`src/rtl/mod_n_cascade_counter.sv`:
```
// mod_n_cascade_counter: DIGITS cascaded modulo-RADIX up/down digits with
// sync clear, validated parallel load, terminal-count and carry-out for
// chaining instances.
// Optional build macro MOD_N_CASCADE_COUNTER_MATCH_EN adds match_val/match,
// a registered compare of the next count against match_val.
module mod_n_cascade_counter #(
  parameter int RADIX   = 10,
  parameter int DIGITS  = 4,
  parameter int DIGIT_W = 4
) (
  input  logic                        clk,
  input  logic                        rst,
  input  logic                        clr,
  input  logic                        load,
  input  logic [DIGITS*DIGIT_W-1:0]   load_val,
  input  logic                        en,
  input  logic                        up,
  output logic [DIGITS*DIGIT_W-1:0]   q,
  output logic                        tc,
  output logic                        co,
  output logic                        load_err
`ifdef MOD_N_CASCADE_COUNTER_MATCH_EN
  ,
  input  logic [DIGITS*DIGIT_W-1:0]   match_val,
  output logic                        match
`endif
);

  localparam logic [DIGIT_W:0]   RADIX_X = (DIGIT_W+1)'(RADIX);
  localparam logic [DIGIT_W-1:0] TOP     = DIGIT_W'(RADIX - 1);

  logic [DIGITS*DIGIT_W-1:0] q_next;
  logic                      load_illegal;
  logic [DIGIT_W-1:0]        term;

  // Terminal digit value for the current direction.
  always_comb begin
    term = up ? TOP : '0;
  end

  // Next-count selection: clr > load > en > hold. Every digit's step enable is
  // the AND of "all lower digits terminal", so the whole cascade updates on one edge.
  always_comb begin
    logic               ripple;
    logic [DIGIT_W-1:0] d;
    q_next       = q;
    load_illegal = 1'b0;
    ripple       = 1'b1;
    d            = '0;
    if (clr) begin
      q_next = '0;
    end else if (load) begin
      for (int unsigned i = 0; i < DIGITS; i++) begin
        d = load_val[i*DIGIT_W +: DIGIT_W];
        if ({1'b0, d} < RADIX_X) begin
          q_next[i*DIGIT_W +: DIGIT_W] = d;
        end else begin
          q_next[i*DIGIT_W +: DIGIT_W] = '0;
          load_illegal = 1'b1;
        end
      end
    end else if (en) begin
      for (int unsigned i = 0; i < DIGITS; i++) begin
        d = q[i*DIGIT_W +: DIGIT_W];
        if (ripple) begin
          if (up) q_next[i*DIGIT_W +: DIGIT_W] = (d == TOP) ? '0 : d + 1'b1;
          else    q_next[i*DIGIT_W +: DIGIT_W] = (d == '0) ? TOP : d - 1'b1;
        end
        ripple = ripple & (d == term);
      end
    end
  end

  // Terminal count: all digits at the terminal value for the current direction.
  always_comb begin
    tc = 1'b1;
    for (int unsigned i = 0; i < DIGITS; i++) begin
      if (q[i*DIGIT_W +: DIGIT_W] != term) tc = 1'b0;
    end
    co = tc & en;
  end

  // Count register and one-cycle load error flag.
  always_ff @(posedge clk or posedge rst) begin
    if (rst) begin
      q        <= '0;
      load_err <= 1'b0;
    end else begin
      q        <= q_next;
      load_err <= load_illegal;
    end
  end

`ifdef MOD_N_CASCADE_COUNTER_MATCH_EN
  // Registered compare against the next count so match aligns with q.
  always_ff @(posedge clk or posedge rst) begin
    if (rst)      match <= 1'b0;
    else if (clr) match <= 1'b0;
    else          match <= (q_next == match_val);
  end
`endif

endmodule

```
`config.mk`:
```
export PLATFORM = sky130hd
export DESIGN_NAME = mod_n_cascade_counter
export DESIGN_NICKNAME = d
export VERILOG_FILES = /design/src/rtl/mod_n_cascade_counter.sv
export SDC_FILE = /design/constraint.sdc
export NUM_CORES = 1
export LEC_CHECK = 0
export ABC_CLOCK_PERIOD_IN_PS = 2200
export CELL_PAD_IN_SITES_DETAIL_PLACEMENT = 2
export CELL_PAD_IN_SITES_GLOBAL_PLACEMENT = 2
export CORE_MARGIN = 3
export CORE_UTILIZATION = 30
export CTS_BUF_LIST = sky130_fd_sc_hd__clkbuf_8 sky130_fd_sc_hd__clkbuf_16
export DETAILED_ROUTE_END_ITERATION = 12
export PLACE_DENSITY = 0.84
export SYNTH_ARGS = -nofsm -noshare
export SYNTH_HDL_FRONTEND = slang
export SYNTH_SLANG_ARGS = --single-unit
```
`constraint.sdc`:
```
create_clock -name clk -period 2.2 [get_ports clk]
set_input_delay 0.44 -clock clk [delete_from_list [all_inputs] [get_ports clk]]
set_output_delay 0.44 -clock clk [all_outputs]
set_load 0.02 [all_outputs]
```
==> results.json, run 1 <==
{
  "outcome": "complete, but fails checks",
  "die_h_um": 86.2,
  "nets": 346,
  "grt_pass1_vias": 2375,
  "ios": 41,
  "pwr-share-seq_pct": 30.9,
  "ctsRootBufferMaster": "clkbuf_8",
  "die-area_um2": 7430,
  "cp-startpoint": "q[12]$_DFFE_PP0P_",
  "dp.cells": 377,
  "core_um2": 6060,
  "ys.flop_type": "dfrtp_1",
  "yosysTopAreaCell": "dfrtp_1",
  "cp_cell_sequence": "or3_4, a211oi_4, o2111ai_2, nor3_2, buf_4",
  "track_usage_pct": 20.9,
  "p_per_area_nw_per_um2": 430,
  "synth-seq-area-share_pct": 22.1,
  "p_int_w": 0.000712,
  "dp_hpwl_um": 5840,
  "startpoint_type": "flop",
  "worstSetupPathType": "flop to primary output",
  "synthArstFlopShare_pct": 100,
  "cts_tree": "yes",
  "stdcell_area_um2": 2700,
  "netlist_area_um2": 1930,
  "avgViaCountPerCell": 5.55,
  "cts_buffer_depth": 2,
  "violations": "negative setup slack",
  "critPathRequiredTime_ns": 1.76,
  "worstHoldPathType": "input pin to asynchronous set/reset pin",
  "cts_hold_buf": 0,
  "fmax_ghz": 0.441,
  "drt_pre_antenna_iters": 4,
  "grt_pass1_wl_um": 12400,
  "placed_cell_area_um2": 2610,
  "fin_skew_ns": 0.00423,
  "clock_power_share_pct": 21.1,
  "crit_fanout": 2,
  "synth_top_cells_by_count": "nor2_1, o21ai_0, inv_1",
  "cts.sinks": 17,
  "total_power_w": 0.00116,
  "clock_latency_ns": 0.26,
  "end_kind": "primary output",
  "synth.top_cell.area_share_pct": 22.1,
  "synth_cell_types": 59,
  "cpPeakStageDelay_ns": 0.41,
  "vias": 2115,
  "cts_buffers": 3,
  "worstMarginPinSlew_ns": 0.705,
  "wirelength_um": 7570,
  "fin_crit_ns": 2.27,
  "synth-seq-cells": 17,
  "synth-edff-count": 0,
  "cp_top_family": "simple AND/OR/NAND/NOR gates",
  "relSlewSlack_pct": 52.9,
  "fin_tns_setup_ns": -0.0981,
  "routabilityCongestion": 0.868,
  "rows": 28,
  "grt_antenna_before_repair": 0,
  "h-tree-depth": 1,
  "r2r_start": "q[13]$_DFFE_PP0P_",
  "drc": 0,
  "preCtsSetupSlack_ns": -0.834,
  "drive_gt1_share_pct": 19.9,
  "max_cap_viol_count": 0,
  "finalSetupViolations": 2,
  "nFillCells": 687,
  "drt-initial-drc-count": 58,
  "ir_worst_vdd_mv": 0.193,
  "overflow": 0,
  "clk_pin_slew_worst_paths_ns": 0.07,
  "rsz0062_at_grt": "yes",
  "cp.depth": 5,
  "grt_max_degree": 25,
  "syn_inst": 241,
  "die_w_um": 86.2,
  "hold_viol": 0,
  "fin_ws_ns": -0.0685,
  "path_buf_inv": 1,
  "crit_arrival_ns": 1.83,
  "num_antenna_cells": 0,
  "switchingPower_w": 0.000448,
  "postCtsSetupRepairBufs": 0,
  "syn_nets": 280,
  "start_util_pct": 31.8,
  "slew_viol_final": 0,
  "areaGrowthSynthToFinish_pct": 39.8,
  "port_buffers": 40,
  "cpMaxStageDelayCell": "or3_4",
  "post-route-period-util_pct": 103,
  "multiInputGateArea_um2": 1400,
  "yosysWarnings": 0,
  "switching_share_pct": 38.6,
  "fin_cells": 381,
  "synth_area_per_cell_um2": 8.00,
  "seq_area_um2": 425,
  "detail-route-antenna-nets": 0,
  "power.share.combinational_pct": 48.0,
  "routedWlPerCell_um": 19.9,
  "synthTopCellsByArea": "dfrtp_1, ha_1, o21ai_0",
  "p_leak_nw": 1.13,
  "reg2regPathDepth": 8
}
[final cells by class]
class                   instances  share of cell area, %
clock buffers                   3                   1.53
clock inverters                 1                  0.139
inverters                      18                   2.51
multi-input cells             192                   51.9
flip-flops and latches         17                   15.8
well taps                      75                   3.48
repair buffers                 75                   24.6
[repair_timing]
item / 4_1_cts / 5_1_grt
endpoints found under the hold margin: 0 / 0
pin swaps: 2 / 1
gates resized for setup: 16 / 6
setup endpoints to repair: 11 / 3
[per-layer routing]
layer	up-vias	part of all wire, %	GRT usage, %
met5	-	0	0
met4	0	1.3	5.38
met3	11	2.0	1.33
met2	39	53	38.8
met1	1054	44	26.2
li1	1011	-	-
[kinds of logic after synthesis]
logic type / share of synthesized area [%]
AOI/OAI and AO/OA: 30.2
xor gates and xnor gates: 1.36
adders and majority gates: 11.0
buffers and inverters: 7.92
DFF: 22.1
muxes: 2.86
and+or+nand+nor: 24.5
[sequential cells by signal, indices dropped and copies added, names as in the netlist]
name / cells
load_err: 1
q: 16
[path summary, 6_finish.rpt]
path	endpoint	slack, ns
hold / removal	q[15]$_DFFE_PP0P_	0.61
max in group asynchronous	load_err$_DFF_PP0_	1.14
setup / recovery	co	-0.07
min in group clk	q[4]$_DFFE_PP0P_	0.71
setup reg to reg	q[14]$_DFFE_PP0P_	0.09
hold reg to reg	q[4]$_DFFE_PP0P_	0.71
[power by group through the flow]
stage / registers [W] / logic, W / clock network (W)
global placement: 0.000358 / 0.000513 / 0
CTS: 0.000356 / 0.000548 / 0.000246
finish: 0.000359 / 0.000557 / 0.000244
floorplan: 0.000400 / 0.000258 / 0
detailed placement: 0.000360 / 0.000539 / 0
global route: 0.000361 / 0.000612 / 0.000262
[placed cells by master, fill, tap and decap left out, types with 5 or more instances in the layout]
cell type        Yosys  routed
nand2b_1             5       5
buf_4                1      36
o21ai_0             19      19
a31oi_1              7       7
inv_1               18      19
nor2_1              19      18
dfrtp_1             17      17
nand3_1             17      17
clkdlybuf4s50_1      0      37
nand2_1             17      17
a21oi_1             13      13
ha_1                17      17
[metrics by stage]
step | util [%] | hold slack (ns)
global placement | 43.0 | 0.635
CTS | 43.9 | 0.638
floorplan | - | 0.366
detailed placement | 43.0 | 0.649
finish | 44.5 | 0.611
global route | 44.5 | 0.674
No activity file was read; power rests on OpenSTA's default activity.
==> inputs of run 2 (changes only) <==
MAX_ROUTING_LAYER = met4   (was default)
==> run 2 against run 1 <==
  * The run still ends with negative setup slack left
  * Total power decreased by 0.21%
  * Critical path depth is the same
  * Worst hold slack improved by 0.0069 ns
  * Final cell count unchanged
  * Clock-buffer cell count unchanged
  * Global-route usage up 0.59 points
  * Die area unchanged
  * Critical endpoint unchanged
  * Highest routed layer unchanged
==> results.json, run 2 (synthesized netlist as in run 1, its figures left out) <==
{
  "cts.sinks": 17,
  "overflow": 0,
  "h-tree-depth": 1,
  "critPathRequiredTime_ns": 1.76,
  "ios": 41,
  "vias": 2140,
  "detail-route-antenna-nets": 0,
  "grt_busiest_layer": "met2",
  "grt_pass1_wl_um": 12400,
  "fin_tns_setup_ns": -0.0858,
  "crit_arrival_ns": 1.82,
  "drt-initial-drc-count": 64,
  "largest_reg_flops": 16,
  "startpoint_type": "flop",
  "relSlewSlack_pct": 52.2,
  "core_um2": 6060,
  "multiInputGateArea_um2": 1400,
  "drt_pre_antenna_iters": 5,
  "hold_viol": 0,
  "cpPeakStageDelay_ns": 0.41,
  "num_antenna_cells": 0,
  "final_cell_mix": "clkdlybuf4s50_1, buf_4, inv_1, o21ai_0, nor2_1",
  "drive_gt1_share_pct": 19.9,
  "grt_max_degree": 25,
  "seq_area_um2": 425,
  "clk_pin_slew_worst_paths_ns": 0.07,
  "start_util_pct": 31.8,
  "p_per_area_nw_per_um2": 430,
  "dp_hpwl_um": 5840,
  "grt_use_met3_pct": 1.24,
  "p_leak_nw": 1.13,
  "cp_cell_sequence": "or3_4, a211oi_4, o2111ai_2, nor3_2, buf_4",
  "top_regs": "q (16), load_err (1)",
  "final_common_cell": "clkdlybuf4s50_1",
  "port_buffers": 40,
  "worstMarginPinSlew_ns": 0.717,
  "worstSetupPathType": "flop to primary output",
  "nFillCells": 687,
  "fmax_ghz": 0.443,
  "cpMaxStageDelayCell": "or3_4",
  "cts_buffer_depth": 2,
  "fin_crit_ns": 2.26,
  "die_w_um": 86.2,
  "max_cap_viol_count": 0,
  "grt_use_met2_pct": 38.9,
  "die_h_um": 86.2,
  "crit_fanout": 2,
  "drc": 0,
  "end_kind": "primary output",
  "cts_buffers": 3,
  "ctsRootBufferMaster": "clkbuf_8",
  "slew_viol_final": 0,
  "clock_latency_ns": 0.26,
  "largest-register": "q",
  "nets": 346,
  "use_met1_pct": 26.2,
  "grt_pass1_vias": 2375,
  "finalSetupViolations": 2,
  "rows": 28,
  "outcome": "complete, but fails checks",
  "grt_antenna_before_repair": 0,
  "rsz0062_at_grt": "yes",
  "post-route-period-util_pct": 103,
  "avgViaCountPerCell": 5.62,
  "worstHoldPathType": "input pin to asynchronous set/reset pin",
  "cts_hold_buf": 0,
  "holdWs_ns": 0.618,
  "wirelength_um": 7600,
  "preCtsSetupSlack_ns": -0.834,
  "ir_worst_vdd_mv": 0.188,
  "cts_tree": "yes",
  "areaGrowthSynthToFinish_pct": 39.8,
  "routabilityCongestion": 0.882,
  "fin_skew_ns": 0.00136,
  "die-area_um2": 7430,
  "routedWlPerCell_um": 19.9,
  "fin_ws_ns": -0.0554,
  "track_usage_pct": 21.5,
  "violations": "negative setup slack"
}
[run 2: power breakdown]
part	switching [W]	internal (W)
Combinational	0.000304	0.000253
Clock	0.000118	0.000124
Sequential	0.0000239	0.000335
[run 2: worst max-delay path: cells and delay by family, from the launching register on]
kind | cells | cell delay [ns]
AO/OA/AOI/OAI | 2 | 0.41
buffers and inverters | 1 | 0.17
AND/OR/NAND/NOR | 2 | 0.58
flip-flops | 1 | 0.40
[run 2: routing by layer]
layer	vias to the layer above	part of all wire, %
met2	40	53
met3	13	1.8
li1	1012	-
met1	1075	44
met5	-	0
met4	0	1.4
[run 2: what timing repair did]
item                                    4_1_cts  5_1_grt
endpoints found under the setup margin       11        3
pin swaps                                     2        1
buffers inserted                              0        0
cloned                                        0        0
gates resized for setup                      16        6
[run 2: final timing paths]
check	start	endpoint	slack [ns]	cells past startpoint
min in group clk	q[4]$_DFFE_PP0P_	q[4]$_DFFE_PP0P_	0.71	3
hold / removal	rst	q[15]$_DFFE_PP0P_	0.62	2
setup reg to reg	q[13]$_DFFE_PP0P_	q[14]$_DFFE_PP0P_	0.08	8
hold reg to reg	q[4]$_DFFE_PP0P_	q[4]$_DFFE_PP0P_	0.71	3
max in group asynchronous	rst	load_err$_DFF_PP0_	1.13	2
setup / recovery	q[12]$_DFFE_PP0P_	co	-0.06	5
[run 2: per-stage QoR]
| stage | std cells | utilization, % | cell area [um2] | total power (W) |
|---|---|---|---|---|
| floorplan | 241 | - | 1930 | 0.000658 |
| global placement | 377 | 43.0 | 2610 | 0.000871 |
| detailed placement | 377 | 43.0 | 2610 | 0.000900 |
| CTS | 381 | 43.9 | 2660 | 0.00115 |
| global route | 381 | 44.5 | 2700 | 0.00123 |
| finish | 381 | 44.5 | 2700 | 0.00116 |
[run 2: final cells by class]
class / count / share of cell area, %
Tap cell: 75 / 3.48
Inverter: 18 / 2.51
Clock inverter: 1 / 0.139
Sequential cell: 17 / 15.8
Multi-Input combinational cell: 192 / 51.9
Timing Repair Buffer: 75 / 24.6
Clock buffer: 3 / 1.53
==> inputs of run 3 (changes only) <==
CTS_BUF_LIST = sky130_fd_sc_hd__clkbuf_16   (was sky130_fd_sc_hd__clkbuf_8 sky130_fd_sc_hd__clkbuf_16)
==> run 3 against run 2 <==
  * The run still ends with negative setup slack left
  * Critical path depth unchanged
  * Total power rose by 14%
  * Clock power up 60%
  * Non-clock buffer count unchanged
  * Clock-buffer cell count stayed put
  * Wire length is 13% higher
  * Largest power group unchanged
==> results.json, run 3 (synthesized netlist as in run 1, its figures left out) <==
{
  "outcome": "complete, but fails checks",
  "violations": "negative setup slack",
  "clk_pin_slew_worst_paths_ns": 0.06,
  "drt_pre_antenna_iters": 4,
  "p_int_w": 0.000831,
  "stdcell_area_um2": 2720,
  "max_cap_viol_count": 0,
  "fin_skew_ns": 0.00367,
  "fmax_ghz": 0.432,
  "fin_crit_ns": 2.32,
  "slew_viol_final": 0,
  "grt_pass1_vias": 2391,
  "start_util_pct": 31.8,
  "worstMarginPinSlew_ns": 0.755,
  "cts_tree": "yes",
  "finalSetupViolations": 2,
  "post-route-period-util_pct": 105,
  "critPathRequiredTime_ns": 1.76,
  "total_power_w": 0.00132,
  "dr_wl_met2_um": 4610,
  "rows": 28,
  "die_h_um": 86.2,
  "areaGrowthSynthToFinish_pct": 40.9,
  "largest_reg_flops": 16,
  "routabilityCongestion": 0.882,
  "rsz0062_at_grt": "yes",
  "drive_gt1_share_pct": 20.3,
  "detail-route-antenna-nets": 0,
  "hold_viol": 0,
  "p_leak_nw": 1.14,
  "crit_fanout": 2,
  "end_kind": "primary output",
  "ios": 41,
  "num_antenna_cells": 0,
  "worstHoldPathType": "input pin to asynchronous set/reset pin",
  "h-tree-depth": 1,
  "nets": 346,
  "vias": 2163,
  "placed_cell_area_um2": 2610,
  "port_buffers": 40,
  "wl_met1_um": 3660,
  "ctsRootBufferMaster": "clkbuf_16",
  "worstSetupPathType": "flop to primary output",
  "cts.sinks": 17,
  "cts_buffer_depth": 2,
  "startpoint_type": "flop",
  "relSlewSlack_pct": 49.6,
  "highest_layer": "met4",
  "routedWlPerCell_um": 22.5,
  "overflow": 0,
  "track_usage_pct": 24.4,
  "dp_hpwl_um": 5840,
  "power.share.combinational_pct": 43.3,
  "clock_power_share_pct": 29.3,
  "preCtsSetupSlack_ns": -0.834,
  "cts_buffers": 3,
  "switchingPower_w": 0.000487,
  "pwr-share-seq_pct": 27.4,
  "avgViaCountPerCell": 5.68,
  "final_common_cell": "clkdlybuf4s50_1",
  "clock_latency_ns": 0.26,
  "grt_max_degree": 25,
  "holdWs_ns": 0.665,
  "postCtsSetupRepairBufs": 0,
  "largest-register": "q",
  "cts_hold_buf": 0,
  "core_um2": 6060,
  "die-area_um2": 7430,
  "drc": 0,
  "fin_ws_ns": -0.117,
  "p_per_area_nw_per_um2": 485,
  "route.met3.wl_um": 149,
  "die_w_um": 86.2,
  "ir_worst_vdd_mv": 0.289,
  "grt_pass1_wl_um": 13700,
  "nFillCells": 678,
  "final_cell_mix": "clkdlybuf4s50_1, buf_4, o21ai_0",
  "drt-initial-drc-count": 80,
  "switching_share_pct": 36.9,
  "crit_arrival_ns": 1.88,
  "grt_antenna_before_repair": 0,
  "top_regs": "q (16), load_err (1)",
  "wirelength_um": 8570
}
## run 3: changes by cell type in the layout (fill, tap and decap cells not counted), sizes merged
| cell | previous run | this run |
|---|---|---|
| buf | 37 | 38 |
| clkdlybuf4s15 | 1 | 0 |
## run 3: what timing repair did
action	in CTS	in global routing
endpoints found under the setup margin	12	3
gates resized for setup	14	12
gates cloned	0	0
pin swaps	4	2
## run 3: worst max-delay path, cell delays in order, from the launching register on
cell and delay, ns:
dfrtp_1 0.43, or3_4 0.40, a211oi_4 0.22, o2111ai_2 0.17, nor3_2 0.21, buf_4 0.19
## run 3: area by class of cell
type                            count  area, um2  share of cell area, %
Tap cell                           75       93.8                   3.45
Multi-Input combinational cell    192       1390                   51.1
Clock inverter                      1       3.75                  0.138
Clock buffer                        3       75.1                   2.76
Sequential cell                    17        425                   15.7
Timing Repair Buffer               75        664                   24.4
Inverter                           18       67.6                   2.49
## run 3: metrics by stage
step           TNS [ns]  util (%)  std cells
2_1_floorplan         0         -        241
3_3_place_gp      -3.92      43.0        377
3_5_place_dp      -5.08      43.0        377
4_1_cts          -0.128      44.4        381
5_1_grt          -0.249      44.8        381
6_report         -0.183      44.8        381
## run 3: path summary, 6_finish.rpt
| kind | start | end | cells past startpoint | slack (ns) |
|---|---|---|---|---|
| max | q[15]$_DFFE_PP0P_ | co | 5 | -0.12 |
| min reg2reg | q[12]$_DFFE_PP0P_ | q[12]$_DFFE_PP0P_ | 2 | 0.74 |
| max reg2reg | q[13]$_DFFE_PP0P_ | q[14]$_DFFE_PP0P_ | 8 | 0.08 |
| max in group asynchronous | rst | q[7]$_DFFE_PP0P_ | 2 | 1.06 |
| min in group clk | q[12]$_DFFE_PP0P_ | q[12]$_DFFE_PP0P_ | 2 | 0.74 |
| min | rst | q[15]$_DFFE_PP0P_ | 2 | 0.66 |
## run 3: per-layer routing
layer	global-route usage (%)	up-vias
met3	1.33	14
met4	5.38	0
met2	44.5	43
li1	-	1015
met5	-	-
met1	29.6	1091
## run 3: power by group through the flow
stage | clock (W) | sequential [W] | combinational [W]
5_1_grt | 0.000404 | 0.000363 | 0.000623
6_report | 0.000386 | 0.000362 | 0.000570
3_3_place_gp | 0 | 0.000358 | 0.000513
3_5_place_dp | 0 | 0.000360 | 0.000539
4_1_cts | 0.000389 | 0.000358 | 0.000558
2_1_floorplan | 0 | 0.000400 | 0.000258
